## config.mk

```make
export PLATFORM = sky130hd
export DESIGN_NAME = spi_command_decoder
export DESIGN_NICKNAME = d
export VERILOG_FILES = /design/src/rtl/spi_command_decoder.sv
export SDC_FILE = /design/constraint.sdc
export NUM_CORES = 1
export LEC_CHECK = 0
export ABC_AREA = 1
export CAP_MARGIN = 20
export CORE_UTILIZATION = 45
export DETAILED_ROUTE_END_ITERATION = 10
export GPL_ROUTABILITY_DRIVEN = 0
export PLACE_DENSITY = 0.71
export SLEW_MARGIN = 20
export SYNTH_ARGS = -nofsm -noshare
export SYNTH_HDL_FRONTEND = slang
export SYNTH_SLANG_ARGS = --single-unit
```

## constraint.sdc

```tcl
create_clock -name i_clk -period 6.7 [get_ports i_clk]
set_input_delay 0.67 -clock i_clk [delete_from_list [all_inputs] [get_ports i_clk]]
set_output_delay 0.67 -clock i_clk [all_outputs]
set_load 0.01 [all_outputs]
```

## src/rtl/spi_command_decoder.sv

```systemverilog
// spi_command_decoder: SPI mode-0 slave that decodes note/tuning frames into voice strobes and held fields.
// Define SPI_READBACK_EN to shift {1'b0, o_error_count} out on o_spi_miso during the command byte.
module spi_command_decoder #(
  parameter int SYNC_STAGES = 2,
  parameter int NUM_VOICES  = 256
) (
  input  logic        i_clk,
  input  logic        i_reset_n,
  input  logic        i_spi_sck,
  input  logic        i_spi_mosi,
  input  logic        i_spi_cs_n,
  output logic        o_spi_miso,
  output logic        o_SPI_note_status,
  output logic [7:0]  o_SPI_voice_index,
  output logic [31:0] o_SPI_tuning_code,
  output logic [6:0]  o_SPI_velocity,
  output logic        o_SPI_flag_dds,
  output logic        o_SPI_flag_adsr,
  output logic        o_frame_error,
  output logic [6:0]  o_error_count
);
  typedef enum logic [2:0] {IDLE, CMD, PAYLOAD, COMMIT, DISCARD} state_t;
  state_t r_state, w_next;
  logic [SYNC_STAGES-1:0] r_sck_sync, r_mosi_sync, r_cs_sync;
  logic r_sck_d;
  logic [2:0] r_bit_cnt, r_byte_cnt;
  logic [6:0] r_shift;
  logic [1:0] r_op;
  logic [7:0] r_sh_voice, r_voice_index;
  logic [6:0] r_sh_vel, r_velocity, r_error_count;
  logic [31:0] r_sh_tune, r_tuning_code;
  logic r_note_status, r_flag_dds, r_flag_adsr, r_frame_error;
  logic w_sck, w_mosi, w_cs_n, w_rise, w_shift_en, w_byte_done, w_cmd_done, w_pl_done;
  logic w_voice_bad, w_commit, w_err;
  logic [7:0] w_byte, w_voice_nxt;
  logic [6:0] w_vel_nxt;
  logic [31:0] w_tune_nxt;
  logic [2:0] w_last_idx;
  assign w_sck       = r_sck_sync[SYNC_STAGES-1];
  assign w_mosi      = r_mosi_sync[SYNC_STAGES-1];
  assign w_cs_n      = r_cs_sync[SYNC_STAGES-1];
  assign w_rise      = w_sck & ~r_sck_d;
  assign w_shift_en  = w_rise & ~w_cs_n & (r_state == CMD || r_state == PAYLOAD);
  assign w_byte      = {r_shift, w_mosi};
  assign w_byte_done = w_shift_en & (r_bit_cnt == 3'd7);
  assign w_cmd_done  = w_byte_done & (r_state == CMD);
  assign w_pl_done   = w_byte_done & (r_state == PAYLOAD);
  assign w_voice_bad = 32'(w_byte) >= 32'(NUM_VOICES);
  assign w_last_idx  = (r_op == 2'd1) ? 3'd6 : (r_op == 2'd2) ? 3'd1 : 3'd5;
  // Tuning bytes are every payload byte from index 2 on, except the NOTE_ON velocity byte
  assign w_voice_nxt = (w_pl_done && r_byte_cnt == 3'd1) ? w_byte : r_sh_voice;
  assign w_vel_nxt   = (w_pl_done && r_op == 2'd1 && r_byte_cnt == 3'd2) ? w_byte[6:0] : r_sh_vel;
  assign w_tune_nxt  = (w_pl_done && r_byte_cnt >= 3'd2 && !(r_op == 2'd1 && r_byte_cnt == 3'd2))
                       ? {r_sh_tune[23:0], w_byte} : r_sh_tune;
  always_comb begin
    w_next   = r_state;
    w_commit = 1'b0;
    w_err    = 1'b0;
    case (r_state)
      IDLE:    w_next = w_cs_n ? IDLE : CMD;
      CMD:
        if (w_cs_n) w_next = IDLE;
        else if (w_byte_done) begin
          w_err  = !(w_byte inside {8'h01, 8'h02, 8'h03});
          w_next = w_err ? DISCARD : PAYLOAD;
        end
      PAYLOAD:
        if (w_cs_n) w_next = IDLE;
        else if (w_byte_done) begin
          w_err    = (r_byte_cnt == 3'd1) && w_voice_bad;
          w_commit = !w_err && (r_byte_cnt == w_last_idx);
          w_next   = w_err ? DISCARD : w_commit ? COMMIT : PAYLOAD;
        end
      COMMIT:  w_next = DISCARD;
      default: w_next = w_cs_n ? IDLE : DISCARD;
    endcase
  end
  // CS_n sync resets to "low" so DISCARD waits for the real pin to be seen high
  always_ff @(posedge i_clk or negedge i_reset_n) begin
    if (!i_reset_n) begin
      r_sck_sync  <= '0;
      r_mosi_sync <= '0;
      r_cs_sync   <= '0;
      r_sck_d     <= 1'b0;
      r_state     <= DISCARD;
      r_bit_cnt   <= '0;
      r_byte_cnt  <= '0;
      r_shift     <= '0;
      r_op        <= '0;
      r_sh_voice  <= '0;
      r_sh_vel    <= '0;
      r_sh_tune   <= '0;
    end else begin
      r_sck_sync  <= {r_sck_sync[SYNC_STAGES-2:0], i_spi_sck};
      r_mosi_sync <= {r_mosi_sync[SYNC_STAGES-2:0], i_spi_mosi};
      r_cs_sync   <= {r_cs_sync[SYNC_STAGES-2:0], i_spi_cs_n};
      r_sck_d     <= w_sck;
      r_state     <= w_next;
      r_bit_cnt   <= (r_state == IDLE) ? 3'd0 : w_shift_en ? r_bit_cnt + 3'd1 : r_bit_cnt;
      r_byte_cnt  <= (r_state == IDLE) ? 3'd0 : w_byte_done ? r_byte_cnt + 3'd1 : r_byte_cnt;
      if (w_shift_en) r_shift <= w_byte[6:0];
      if (w_cmd_done) r_op <= w_byte[1:0];
      r_sh_voice  <= w_voice_nxt;
      r_sh_vel    <= w_vel_nxt;
      r_sh_tune   <= w_tune_nxt;
    end
  end
  always_ff @(posedge i_clk or negedge i_reset_n) begin
    if (!i_reset_n) begin
      r_note_status <= 1'b0;
      r_voice_index <= '0;
      r_tuning_code <= '0;
      r_velocity    <= '0;
      r_flag_dds    <= 1'b0;
      r_flag_adsr   <= 1'b0;
      r_frame_error <= 1'b0;
      r_error_count <= '0;
    end else begin
      r_flag_dds    <= w_commit & (r_op != 2'd2);
      r_flag_adsr   <= w_commit & (r_op != 2'd3);
      r_frame_error <= w_err;
      r_error_count <= r_error_count + {6'd0, w_err && r_error_count != 7'h7f};
      if (w_commit) begin
        r_voice_index <= w_voice_nxt;
        if (r_op != 2'd3) r_note_status <= (r_op == 2'd1);
        if (r_op == 2'd1) r_velocity <= w_vel_nxt;
        if (r_op != 2'd2) r_tuning_code <= w_tune_nxt;
      end
    end
  end
`ifdef SPI_READBACK_EN
  logic [7:0] r_miso_sr;
  logic w_fall;
  assign w_fall = ~w_sck & r_sck_d;
  always_ff @(posedge i_clk or negedge i_reset_n) begin
    if (!i_reset_n) r_miso_sr <= '0;
    else if (r_state == IDLE && !w_cs_n) r_miso_sr <= {1'b0, r_error_count};
    else if (r_state == CMD && w_fall) r_miso_sr <= {r_miso_sr[6:0], 1'b0};
  end
  assign o_spi_miso = (r_state == CMD) & r_miso_sr[7];
`else
  assign o_spi_miso = 1'b0;
`endif
  assign o_SPI_note_status = r_note_status;
  assign o_SPI_voice_index = r_voice_index;
  assign o_SPI_tuning_code = r_tuning_code;
  assign o_SPI_velocity    = r_velocity;
  assign o_SPI_flag_dds    = r_flag_dds;
  assign o_SPI_flag_adsr   = r_flag_adsr;
  assign o_frame_error     = r_frame_error;
  assign o_error_count     = r_error_count;
endmodule

```

==> results of run 1 <==
[through the flow]
step           cell area (µm²)  total power, µW  hold WS [ps]
3_3_place_gp              6410              966           336
3_5_place_dp              6410              975           343
4_1_cts                   6980             1870           354
5_1_grt                   6980             1920           366
2_1_floorplan             5700              923           331
6_report                  6980             1850           346
[state kept, by name, summed over array words and instances, names as in the netlist, 7 cells and up]
name,count
o_SPI_tuning_code,32
o_SPI_velocity,7
o_SPI_voice_index,8
o_error_count,7
r_sh_tune,32
r_sh_vel,7
r_sh_voice,8
r_shift,7
[layout make-up]
| type | count | area, µm² |
|---|---|---|
| well taps | 168 | 210 |
| fillers | 1059 | 5180 |
| clock inverters | 11 | 113 |
| inverters | 50 | 190 |
| clock buffers | 20 | 457 |
| repair buffers | 68 | 663 |
| multi-input cells | 400 | 2100 |
| flip-flops and latches | 130 | 3250 |
[power groups by stage]
stage                     Sequential [µW]  Clock, µW  Combinational, µW
final                                 832        886                133
after global routing                  833        939                149
after CTS                             830        902                133
after detailed placement              843          0                132
after global placement                842          0                124
after floorplan                       839          0               83.7
[path summary, 6_finish.rpt]
kind / start / end / cells past startpoint
max in group asynchronous: i_reset_n / r_sh_voice[4] / 2
worst min register to register: r_mosi_sync[0] / r_mosi_sync[1] / 0
min in group i_clk: r_mosi_sync[0] / r_mosi_sync[1] / 0
worst max register to register: r_state[0] / o_SPI_tuning_code[5] / 9
worst min-delay path: i_reset_n / o_SPI_tuning_code[15] / 1
worst max-delay path: r_state[0] / o_SPI_tuning_code[5] / 9
[critical path, cell delays in order (launching register included)]
cell and delay (ps):
dfrtp_1 430, inv_2 100, nand3_2 160, nand2_4 150, nand3_4 200, nor3_4 220
buf_4 380, inv_4 220, nand2_1 130, nand2_1 80
[cells by family after synthesis]
group	count (synthesis)
AND/OR/NAND/NOR	317
flip-flops	130
buffers and inverters	75
AO/OA/AOI/OAI	70
adder cells (fa/ha/maj)	7
XOR/XNOR	5
other	1
[cells in the final DEF (no fill, tap or decap), drive strengths merged, types with 2 or more instances in the layout]
cell type,n
a21oi,4
and2,47
buf,7
bufinv,2
clkbuf,20
clkdlybuf4s50,61
clkinv,6
clkinvlp,3
dfrtp,129
ha,7
inv,50
nand2,133
nand3,110
nand4,3
nor2,20
nor3,4
o21ai,41
o21bai,23
xnor2,2
xor2,3
[routing by layer]
layer | part of all wire [%] | wire length, µm
met1 | 45 | 5530
met2 | 50 | 6130
met3 | 4.2 | 511
met4 | 0.83 | 102
met5 | 0 | 0
[cell usage after synthesis, types with 2 or more instances]
| master | n | area share [%] |
|---|---|---|
| o21bai_1 | 23 | 3.0 |
| a21oi_1 | 4 | 0.35 |
| ha_1 | 7 | 1.5 |
| nor2_2 | 3 | 0.33 |
| o21ai_0 | 41 | 3.6 |
| buf_6 | 9 | 1.8 |
| nand2_2 | 2 | 0.22 |
| inv_2 | 2 | 0.13 |
| dfrtp_1 | 129 | 57 |
| and2_1 | 47 | 5.2 |
| buf_2 | 7 | 0.61 |
| nand2_1 | 130 | 8.6 |
| nand3_4 | 2 | 0.61 |
| nand3_2 | 2 | 0.35 |
| nor3_1 | 2 | 0.18 |
| nor2_1 | 17 | 1.1 |
| inv_1 | 47 | 3.1 |
| xor2_1 | 3 | 0.46 |
| clkbuf_1 | 7 | 0.46 |
| nand3_1 | 106 | 9.3 |
| buf_4 | 2 | 0.26 |
| xnor2_1 | 2 | 0.31 |
| nand4_1 | 3 | 0.33 |
| nor3_4 | 2 | 0.57 |
==> results.cfg, run 1 <==
[setup_path]
crit_path_end_kind = flip-flop
start_kind = flip-flop
critPathKind = flip-flop to flip-flop
required_ps = 6990
path_max_fanout = 34
cp_data_arrival_time_ps = 2490
reg2reg_setup_slack_ps = 4500

[place]
pre_cts_slack_ps = 4490
hpwl_um = 7930
dp_cells = 816
io_buffers = 62

[yosys]
syn_nets = 617
synth_edf_count = 0
syn_area_mm2 = 0.00570
synth_top_family_by_area = simple AND/OR/NAND/NOR gates
async_flop_share_pct = 100
ys_ff_latch = 130
synth_compound_area_share_pct = 7.22
synth_ff_type = dfrtp_1
synth.distinct_cells = 30
yosysSeqAreaShare_pct = 57.1
syn-instance-count = 605
synth_fa_ha_area_share_pct = 1.54
syn-mean-instance-area_um2 = 9.43
yosysWarnings = 0
synth_xor_area_share_pct = 0.768
yosys.area_share.simple_pct = 26.9
synthMuxAreaShare_pct = 0

[grt]
grt_max_degree = 69
antenna_found_initial = 0
gr-usage-met1_pct = 27.1
use_met3_pct = 5.45
grt_first_pass_wirelength_um = 20800
grtUsageTotal_pct = 20.7
grt-ovfl-total = 0
grt-busiest-layer = met2
met2_usage_pct = 33.9
grt_pass1_vias = 4216

[final_layout]
drive_gt1_share_pct = 8.25
n_antenna_cell = 0
area_delta_synth_final_pct = 22.4
final_nets = 679
final_util_pct = 57.4
final_cells = 847

[timing]
fmax_mhz = 454
finalClockSkew_ps = 5.96
period_needed_ps = 2200
relSlewSlack_pct = 44.1
grt_setup_unrepaired = false
fin_crit_sh_pct = 32.9
drv_slew = 0
final_hold_viol_count = 0
timing.final.ws_setup_ps = 4500
setup_violations = 0
worstMarginPinSlew_ps = 838
tns_ps = 0

[die]
coreArea_mm2 = 0.0122
die_w_um = 115
fp-row-count = 40
die_h_um = 115
dieArea_mm2 = 0.0131
start_util_pct = 46.9
io_pins = 64

[power]
internal-power_uw = 1400
p_leak_uw = 0.00331
p_comb_share_pct = 7.2
irDropWorstVdd_mv = 0.192
p_seq_share_pct = 44.9
power_switching_uw = 447
power_density_mw_per_mm2 = 265
swShare_pct = 24.1
power_frac_clock_pct = 47.9

[status]
status = finished, final reports clean

[clock_tree]
cts_tree = done
cts_resized = 0
holdBufCountCts = 0
cts_sinks = 130
htreeDepth = 4
cts_root_buffer = clkbuf_16
clkTransAtPathRegs_ps = 60
post-cts-setup-buffer-count = 0
numCtsBuffers = 17
worstSkewPairLatency_ps = 410
cts_buffer_depth = 2

[drt]
dr_total_vias = 4288
wire_per_inst_um = 14.5
drtAntennaViolNets = 0
drt-total-wl_um = 12300
drt-vias-per-instance = 5.06
drtIter0Drc = 288
drc = 0
drt_first_pass_iters = 5

[min_path]
worst_hold_path_type = input pin to async pin

[flow_run]
max_cap_violations = 0
Power figures use the tool's default switching activity.
==> run 2, diff against run 1 <==
Settings changed: PLACE_DENSITY 0.71 to 0.74.
Clock period 6.7 ns to 1.8 ns, I/O delays scaled along.
==> run 2 against run 1 <==
Compared with the run above:
- the run now ends with setup timing left
- non-clock buffer count rose by 45
- core utilization up 8.0 points
- die area unchanged
- clock skew rose by 3.0 ps
- clock power increased to 3.7 times the previous value
- critical endpoint is now o_error_count[6]
- combinational power grew to 5.1 times the previous value
==> results.cfg, run 2 (synthesized netlist as in run 1, its figures left out) <==
[final_layout]
n_antenna_cell = 0
final_nets = 724
final_cell_mix = nand2_1, dfrtp_1, nand3_1
drive_gt1_share_pct = 22.1
n_fill_cell = 914
stdcell_area_mm2 = 0.00795
area_delta_synth_final_pct = 39.4
regArea_mm2 = 0.00326
final_common_cell = nand2_1
final_cells = 892
multi_input_area_mm2 = 0.00244

[setup_path]
cp_data_arrival_time_ps = 2170
slowest_delay_ps = 400
critPathMostFrequentCell = nand3_4
critPathKind = flip-flop to flip-flop
cp_slowest_cell = dfrtp_1
required_ps = 2140
worstPathCellList = nor2_2, nand2_2, nand2_4, nand3_4, inv_2, nand3_4, nor2_4, ha_4, ha_4, nand3_4, nor2_4, xor2_1
start_kind = flip-flop
path_max_fanout = 4
crit_path_end_kind = flip-flop

[power]
p_comb_share_pct = 9.6
swShare_pct = 24.2
internal-power_uw = 5320
p_leak_uw = 0.00368
irDropWorstVdd_mv = 0.677
power_switching_uw = 1700
power_density_mw_per_mm2 = 882
power_uw = 7010
p_seq_share_pct = 44.0
power_frac_clock_pct = 46.4

[grt]
grt_pass1_vias = 4569
grtUsageTotal_pct = 21.7
grt-ovfl-total = 0
grt_max_degree = 48
antenna_found_initial = 0
grt_first_pass_wirelength_um = 21900

[clock_tree]
cts_sinks = 130
cts_root_buffer = clkbuf_16
numCtsBuffers = 17
cts_tree = done
htreeDepth = 4
clkTransAtPathRegs_ps = 50
cts_buffer_depth = 2
worstSkewPairLatency_ps = 420

[timing]
final_hold_viol_count = 0
setup_violations = 1
period_needed_ps = 1830
fmax_mhz = 546
grt_setup_unrepaired = true
worst_hold_slack_ps = 198
fin_crit_sh_pct = 102
finalClockSkew_ps = 8.95
drv_slew = 0
timing.final.ws_setup_ps = -30.3

[drt]
drtIter0Drc = 253
wire_per_inst_um = 16.4
drtAntennaViolNets = 0
highest_layer = met4
drt-vias-per-instance = 5.24
wl_met2_um = 7560
drt_first_pass_iters = 4
drc = 0
wl_met3_um = 623
dr_total_vias = 4678
wl_met1_um = 6130
drt-total-wl_um = 14700

[die]
dieArea_mm2 = 0.0131
die_h_um = 115
die_w_um = 115
io_pins = 64
fp-row-count = 40
coreArea_mm2 = 0.0122
start_util_pct = 46.9

[place]
hpwl_um = 8530
io_buffers = 62
dp_cells = 840
pre_cts_slack_ps = -85.1
placed_cell_area_mm2 = 0.00673

[status]
violations = setup timing
status = finished, violations left

[flow_run]
max_cap_violations = 0

[min_path]
worst_hold_path_type = input pin to async pin
## run 2: changes by cell type in the layout (fill, tap and decap cells not counted), moves of 6 or more
cell,delta
buf_12,+11
buf_4,+19
buf_6,+6
nand3_1,-29
nand3_2,+26
nor2_1,-6
o21ai_0,-25
o21ai_1,+20
o21bai_1,-13
o21bai_2,+9
## run 2: final cells by class
cell class	instances	share of cell area [%]
well taps	168	2.64
inverters	50	2.45
clock inverters	4	0.598
flip-flops and latches	130	40.9
multi-input cells	400	30.7
clock buffers	27	6.45
repair buffers	113	16.2
## run 2: power by group through the flow
stage                     Combinational (µW)  Clock [µW]  Sequential (µW)
after global routing                     751        3450             3090
after global placement                   582           0             3120
after CTS                                630        3300             3080
final                                    676        3250             3080
after detailed placement                 610           0             3130
after floorplan                          313           0             3120
## run 2: path summary, 6_finish.rpt
check | start | to | slack, ps | depth (start not counted)
max | r_state[1] | o_error_count[6] | -30 | 12
min reg2reg | r_cs_sync[0] | r_cs_sync[1] | 350 | 0
min | i_reset_n | o_SPI_tuning_code[15] | 200 | 2
min in group i_clk | i_spi_cs_n | r_cs_sync[0] | 200 | 1
max reg2reg | r_state[1] | o_error_count[6] | -30 | 12
max in group asynchronous | i_reset_n | r_sck_sync[0] | 950 | 3
## run 2: stage by stage
| stage | setup TNS [ps] | util (%) |
|---|---|---|
| floorplan | -333 | - |
| global placement | 0 | 55.3 |
| CTS | -25.5 | 60.7 |
| finish | -30.3 | 65.4 |
| global route | -949 | 65.4 |
| detailed placement | -158 | 55.3 |
## run 2: critical path, delay by kind of cell (launching register included)
kind,cells,cell delay [ps]
and+or+nand+nor,8,820
DFF,1,400
adders and majority gates,2,290
xor gates and xnor gates,1,150
buffers and inverters,1,80
## run 2: routing by layer
layer  track usage (%)  vias to the layer above
met5                 0                        -
met4              8.92                        0
met3              5.56                       28
met2              36.4                      142
met1              26.6                     2318
li1                  -                     2190
## run 2: repair_timing
action / in CTS / in global routing
hold endpoints to repair: 50 / 0
cloned: 1 / 9
setup buffers: 3 / 7
setup endpoints to repair: 17 / 98
hold buffers: 1 / 0
resized for setup: 8 / 96
pin swaps: 0 / 13
==> run 3, diff against run 2 <==
Settings changed: SLEW_MARGIN 20 to 0.
==> results of run 3 <==
No change in the layout: final DEF, timing and power equal those of run 2.
